**config.mk**
```make
export PLATFORM = sky130hd
export DESIGN_NAME = uart_rx_fsm
export DESIGN_NICKNAME = d
export VERILOG_FILES = /design/src/rtl/uart_pkg.sv /design/src/rtl/uart_rx_sync.sv /design/src/rtl/uart_rx_fsm.sv
export SDC_FILE = /design/constraint.sdc
export NUM_CORES = 1
export LEC_CHECK = 0
export CAP_MARGIN = 25
export CELL_PAD_IN_SITES_DETAIL_PLACEMENT = 0
export CELL_PAD_IN_SITES_GLOBAL_PLACEMENT = 1
export CORE_ASPECT_RATIO = 0.6
export CORE_UTILIZATION = 45
export DETAILED_ROUTE_END_ITERATION = 10
export PLACE_DENSITY = 0.74
export REMOVE_ABC_BUFFERS = 1
export SETUP_SLACK_MARGIN = 0.3
export SYNTH_ARGS = -nofsm -noshare
export SYNTH_HDL_FRONTEND = slang
export SYNTH_SLANG_ARGS = --single-unit
```
**constraint.sdc**
```tcl
create_clock -name clk -period 2.2 [get_ports clk]
set_clock_uncertainty 0.15 [all_clocks]
set_input_delay 0.33 -clock clk [delete_from_list [all_inputs] [get_ports clk]]
set_output_delay 0.33 -clock clk [all_outputs]
set_load 0.005 [all_outputs]
```
**src/rtl/uart_pkg.sv**
```systemverilog
// Shared types and default constants for the UART receive front end.
package uart_pkg;

    localparam int UART_OVERSAMPLE = 16;
    localparam int UART_DATA_BITS  = 8;

    typedef enum logic [2:0] {
        IDLE   = 3'd0,
        START  = 3'd1,
        DATA   = 3'd2,
        PARITY = 3'd3,
        STOP   = 3'd4
    } uart_state_e;

    function automatic logic maj3(input logic a, input logic b, input logic c);
        return (a & b) | (a & c) | (b & c);
    endfunction

endpackage

```
**src/rtl/uart_rx_sync.sv**
```systemverilog
// Two-flop synchroniser for the serial line, reset to idle-high.
// With UART_RX_MAJORITY_EN it also keeps a tick-spaced history and votes 2-of-3.
module uart_rx_sync
    import uart_pkg::*;
(
    input  logic clk,
    input  logic rst,
`ifdef UART_RX_MAJORITY_EN
    input  logic i_tick,
`endif
    input  logic i_rx,
    output logic o_rxs,
    output logic o_bit
);

    logic r_meta;
    logic r_sync;

    // Metastability filter on the raw line.
    always_ff @(posedge clk or posedge rst) begin
        if (rst) begin
            r_meta <= 1'b1;
            r_sync <= 1'b1;
        end else begin
            r_meta <= i_rx;
            r_sync <= r_meta;
        end
    end

    assign o_rxs = r_sync;

`ifdef UART_RX_MAJORITY_EN
    logic [1:0] r_hist;

    // History of the synchronised line as seen on the two previous ticks.
    always_ff @(posedge clk or posedge rst) begin
        if (rst) begin
            r_hist <= 2'b11;
        end else if (i_tick) begin
            r_hist <= {r_hist[0], r_sync};
        end else begin
            r_hist <= r_hist;
        end
    end

    assign o_bit = maj3(r_hist[1], r_hist[0], r_sync);
`else
    assign o_bit = r_sync;
`endif

endmodule

```
**src/rtl/uart_rx_fsm.sv**
```systemverilog
// UART receiver: start detect, mid-cell sampling, LSB-first assembly, parity/stop capture.
// Build option UART_RX_MAJORITY_EN selects 2-of-3 voting, deciding one tick later.
module uart_rx_fsm
    import uart_pkg::*;
#(
    parameter int OVERSAMPLE = UART_OVERSAMPLE,
    parameter int DATA_BITS  = UART_DATA_BITS
) (
    input  logic                 clk,
    input  logic                 rst,
    input  logic                 baud_tick,
    input  logic                 rx_serial,
    output logic [DATA_BITS-1:0] RX_DATA,
    output logic                 parity_bit,
    output logic                 parity_load,
    output logic                 data_valid,
    output logic                 frame_error,
    output logic                 busy
);

    localparam int TW = $clog2(OVERSAMPLE);
    localparam int BW = $clog2(DATA_BITS + 1);
`ifdef UART_RX_MAJORITY_EN
    localparam int START_PT_I = OVERSAMPLE / 2;
`else
    localparam int START_PT_I = OVERSAMPLE / 2 - 1;
`endif
    localparam logic [TW-1:0] START_PT = TW'(START_PT_I);
    localparam logic [TW-1:0] MID_PT   = TW'(OVERSAMPLE - 1);
    localparam logic [BW-1:0] LAST_BIT = BW'(DATA_BITS - 1);

    logic w_rxs;
    logic w_bit;

    uart_rx_sync u_sync (
        .clk    (clk),
        .rst    (rst),
`ifdef UART_RX_MAJORITY_EN
        .i_tick (baud_tick),
`endif
        .i_rx   (rx_serial),
        .o_rxs  (w_rxs),
        .o_bit  (w_bit)
    );

    uart_state_e          r_state;
    uart_state_e          w_next_state;
    logic [TW-1:0]        r_tick_cnt;
    logic [TW-1:0]        w_next_tick;
    logic [BW-1:0]        r_bit_cnt;
    logic [BW-1:0]        w_next_bit;
    logic                 w_shift_en;
    logic                 w_load_data;
    logic                 w_parity_smp;
    logic                 w_stop_smp;

    logic [DATA_BITS-2:0] r_shift;
    logic [DATA_BITS-1:0] r_rx_data;
    logic                 r_parity_bit;
    logic                 r_pload_pend;
    logic                 r_parity_load;
    logic                 r_stop_pend;
    logic                 r_stop_bit;
    logic                 r_data_valid;
    logic                 r_frame_error;
    logic                 r_busy;

    // State, tick and bit counter registers.
    always_ff @(posedge clk or posedge rst) begin
        if (rst) begin
            r_state    <= IDLE;
            r_tick_cnt <= '0;
            r_bit_cnt  <= '0;
        end else begin
            r_state    <= w_next_state;
            r_tick_cnt <= w_next_tick;
            r_bit_cnt  <= w_next_bit;
        end
    end

    // Next-state and sample strobes; nothing advances without a baud tick.
    always_comb begin
        w_next_state = r_state;
        w_next_tick  = r_tick_cnt;
        w_next_bit   = r_bit_cnt;
        w_shift_en   = 1'b0;
        w_load_data  = 1'b0;
        w_parity_smp = 1'b0;
        w_stop_smp   = 1'b0;
        if (baud_tick) begin
            case (r_state)
                IDLE: begin
                    if (!w_rxs) begin
                        w_next_state = START;
                        w_next_tick  = '0;
                    end else begin
                        w_next_state = IDLE;
                    end
                end
                START: begin
                    if (r_tick_cnt == START_PT) begin
                        w_next_tick  = '0;
                        w_next_bit   = '0;
                        w_next_state = w_bit ? IDLE : DATA;
                    end else begin
                        w_next_tick = r_tick_cnt + 1'b1;
                    end
                end
                DATA: begin
                    if (r_tick_cnt == MID_PT) begin
                        w_next_tick = '0;
                        w_shift_en  = 1'b1;
                        if (r_bit_cnt == LAST_BIT) begin
                            w_load_data  = 1'b1;
                            w_next_bit   = '0;
                            w_next_state = PARITY;
                        end else begin
                            w_next_bit = r_bit_cnt + 1'b1;
                        end
                    end else begin
                        w_next_tick = r_tick_cnt + 1'b1;
                    end
                end
                PARITY: begin
                    if (r_tick_cnt == MID_PT) begin
                        w_next_tick  = '0;
                        w_parity_smp = 1'b1;
                        w_next_state = STOP;
                    end else begin
                        w_next_tick = r_tick_cnt + 1'b1;
                    end
                end
                STOP: begin
                    if (r_tick_cnt == MID_PT) begin
                        w_next_tick  = '0;
                        w_stop_smp   = 1'b1;
                        w_next_state = IDLE;
                    end else begin
                        w_next_tick = r_tick_cnt + 1'b1;
                    end
                end
                default: begin
                    w_next_state = IDLE;
                    w_next_tick  = '0;
                    w_next_bit   = '0;
                end
            endcase
        end else begin
            w_next_state = r_state;
        end
    end

    // Datapath and output strobes; strobes trail their sample tick by one clock.
    always_ff @(posedge clk or posedge rst) begin
        if (rst) begin
            r_shift       <= '0;
            r_rx_data     <= '0;
            r_parity_bit  <= 1'b0;
            r_pload_pend  <= 1'b0;
            r_parity_load <= 1'b0;
            r_stop_pend   <= 1'b0;
            r_stop_bit    <= 1'b0;
            r_data_valid  <= 1'b0;
            r_frame_error <= 1'b0;
            r_busy        <= 1'b0;
        end else begin
            if (w_shift_en) begin
                r_shift <= {w_bit, r_shift[DATA_BITS-2:1]};
            end
            if (w_load_data) begin
                r_rx_data <= {w_bit, r_shift};
            end
            if (w_parity_smp) begin
                r_parity_bit <= w_bit;
            end
            if (w_stop_smp) begin
                r_stop_bit <= w_bit;
            end
            if (r_stop_pend) begin
                r_frame_error <= ~r_stop_bit;
            end
            r_pload_pend  <= w_parity_smp;
            r_parity_load <= r_pload_pend;
            r_stop_pend   <= w_stop_smp;
            r_data_valid  <= r_stop_pend;
            r_busy        <= (w_next_state != IDLE);
        end
    end

    assign RX_DATA     = r_rx_data;
    assign parity_bit  = r_parity_bit;
    assign parity_load = r_parity_load;
    assign data_valid  = r_data_valid;
    assign frame_error = r_frame_error;
    assign busy        = r_busy;

endmodule

```
==> out/results.ini <==
[global_routing]
use_met2_pct=24.86
met1_usage_pct=27.93
grt_pass1_vias=1097
grt_pass1_wl_mm=5.388
antenna_found_initial=0
grt-busiest-layer=met1
grt.met3_usage_pct=6.355
grt_overflow=0
grt_max_degree=37
grtUsageTotal_pct=18.75

[clock_tree]
insertion_delay_ps=280
ctsRootBufferMaster=clkbuf_8
cts_sinks=36
cts_buffers=5
path_clk_slew_ps=70
cts_tree=built
cts_hold_buf=0
htree_levels=2
cts_max_path_buffers=2

[logic_synthesis]
yosysWarnings=0
synth.distinct_cells=45
syn_area_per_cell_um2=12.26
ys_seq_area_share_pct=54.16
synth_area_um2=1668
syn_inst=136
synth-seq-cells=36

[timing]
max_freq_ghz=0.5493
slew_violations=0
fin_crit_ps=1820
finalSetupTns_ps=0
hold_ws_ps=208.1
finalSetupViolations=0
slew_headroom_pct=70.11
tightest_slew_ps=448.3
min_period_over_period_pct=82.74
hold_violations=0
rsz0062_at_grt=no

[setup_path]
slowest_stage=dfrtp_2
path_class=reg -> reg
critical_path.max_stage_delay_ps=420
path_cells=ha_4 > and3_4 > nand3_2 > nor2_4 > buf_4 > mux2_2
crit_path_start_kind=register
crit_arrival_ps=1840
critPathCaptureType=register
cp_max_fo=8
cp.required_ps=2220

[floorplanning]
die-area_um2=3962
core_area_um2=3403
io_pins=17
initial_core_util_pct=49.01
die_h_um=49.16
die_w_um=80.60
num_rows=16

[finish]
multi_input_area_um2=709.4
diodes=0
final_common_cell=dfrtp_1
fillers=296
layout-drive-gt1-share_pct=30.25
layout_common_cells=dfrtp_1 (31), mux2_2 (16), clkdlybuf4s50_1 (16)
fin_nets=167
seq_area_um2=907.1
stdcell_area_um2=2031
syn_to_final_growth_pct=21.76

[power_and_ir_drop]
switching_power_mw=0.4030
intPower_mw=1.177
peakVddDrop_v=0.0004656
pwr-share-seq_pct=49.6
total_power_mw=1.580
leakage_nw=0.9473
pwr-share-comb_pct=14.8
p_per_area_nw_per_um2=778.1
clkPwrFrac_pct=35.5
switching_share_pct=25.50

[route]
drcViolationCount=0
wl_per_cell_um=14.64
drt-initial-drc-count=74
vias=1090
wl_mm=3.030
firstDrtPassIters=4
via_per_inst=5.266
ant_nets=0

[place]
dpl.hpwl_mm=2.073
placed_cell_area_um2=1862
gp_congestion=0.7317
numPortBuffers=16

[flow_run]
cap_violations=0

[status]
status=finished, final reports clean

[min_path]
hp-class=reg -> reg

[Yosys cell counts (all sizes together)]
library cell,number,share of area [%]
o31a,1,0.53
o211ai,1,0.45
xor2,1,0.53
buf,7,3.2
a22o,2,1.1
o21a,1,0.45
or2,3,1.1
a41o,1,0.60
xnor2,1,0.53
ha,2,1.5
o2111ai,1,0.53
a21o,4,1.8
dfrtp,34,51
nor2b,2,0.75
o21bai,1,0.45
inv,6,1.4
nand3,3,1.2
o21ai,10,3.0
and3b,2,1.1
dfstp,2,3.2
nor3,1,0.60
nor2,5,1.6
o32a,1,0.60
mux2i,2,1.2
and2,1,0.38
o31ai,2,1.7
nand2,13,3.1
a32o,1,0.60
and3,2,0.75
nand4bb,1,0.68
nor3b,1,1.1
and4,1,0.53
a21oi,1,0.30
a21boi,1,0.45
mux2,18,12
[per-stage QoR]
| stage | instances | utilization (%) | worst slack (ps) |
|---|---|---|---|
| after floorplan | 129 | - | 375.1 |
| after global placement | 194 | 54.71 | 207.0 |
| after detailed placement | 194 | 54.71 | 140.9 |
| after CTS | 204 | 58.53 | 303.0 |
| after global routing | 207 | 59.67 | 313.2 |
| final | 207 | 59.67 | 379.6 |
[worst max-delay path: cells and delay by family, from the launching register on]
kind                     cells  cell delay [ps]
buffers and inverters        1              150
multiplexers                 1              330
adder cells (fa/ha/maj)      1              160
flip-flops                   1              420
AND/OR/NAND/NOR              3              500
[cell type report]
| class | instances | area share [%] |
|---|---|---|
| multi-input cells | 87 | 34.94 |
| flip-flops and latches | 36 | 44.67 |
| well taps | 45 | 2.773 |
| clock inverters | 2 | 1.725 |
| clock buffers | 6 | 3.574 |
| inverters | 6 | 1.109 |
| repair buffers | 25 | 11.21 |
[per-layer routing]
| metal | wire length (um) | part of all wire (%) |
|---|---|---|
| met5 | 0 | 0 |
| met2 | 1255 | 41 |
| met1 | 1587 | 52 |
| met3 | 157 | 5.2 |
| met4 | 29 | 0.96 |
[sequential cells by signal, summed over array words and instances, names as in the netlist]
| signal | flops |
|---|---|
| RX_DATA | 8 |
| busy | 1 |
| data_valid | 1 |
| frame_error | 1 |
| parity_bit | 1 |
| parity_load | 1 |
| r_bit_cnt | 4 |
| r_pload_pend | 1 |
| r_shift | 7 |
| r_state | 3 |
| r_stop_bit | 1 |
| r_stop_pend | 1 |
| r_tick_cnt | 4 |
| u_sync.o_bit | 1 |
| u_sync.r_meta | 1 |
[cell families after synthesis]
family / synth area share [%]
AOI/OAI and AO/OA: 12.53
xor gates and xnor gates: 1.050
adders and majority gates: 1.500
buffers and inverters: 4.500
DFF: 54.16
muxes: 13.35
and+or+nand+nor: 12.90
[final timing paths]
kind / to / from / cells past startpoint / slack, ps
hold reg to reg: u_sync.o_bit / u_sync.r_meta / 0 / 210
setup reg to reg: RX_DATA[7] / r_tick_cnt[0] / 6 / 380
setup / recovery: RX_DATA[7] / r_tick_cnt[0] / 6 / 380
min in group asynchronous: parity_load / rst / 3 / 290
max in group asynchronous: r_tick_cnt[0] / rst / 3 / 1260
hold / removal: u_sync.o_bit / u_sync.r_meta / 0 / 210
[power by group through the flow]
stage	logic [mW]	registers [mW]	clock network [mW]
after floorplan	0.154	0.766	0
after global placement	0.195	0.780	0
after detailed placement	0.206	0.785	0
after CTS	0.211	0.776	0.577
after global routing	0.266	0.792	0.610
final	0.234	0.784	0.561
[timing repair]
item                       in CTS  in global routing
pin swaps                       1                  1
setup endpoints to repair      21                 17
setup buffers                   2                  3
hold endpoints to repair        0                  0
gates resized for setup         5                  4
Power figures use the tool's default switching activity.
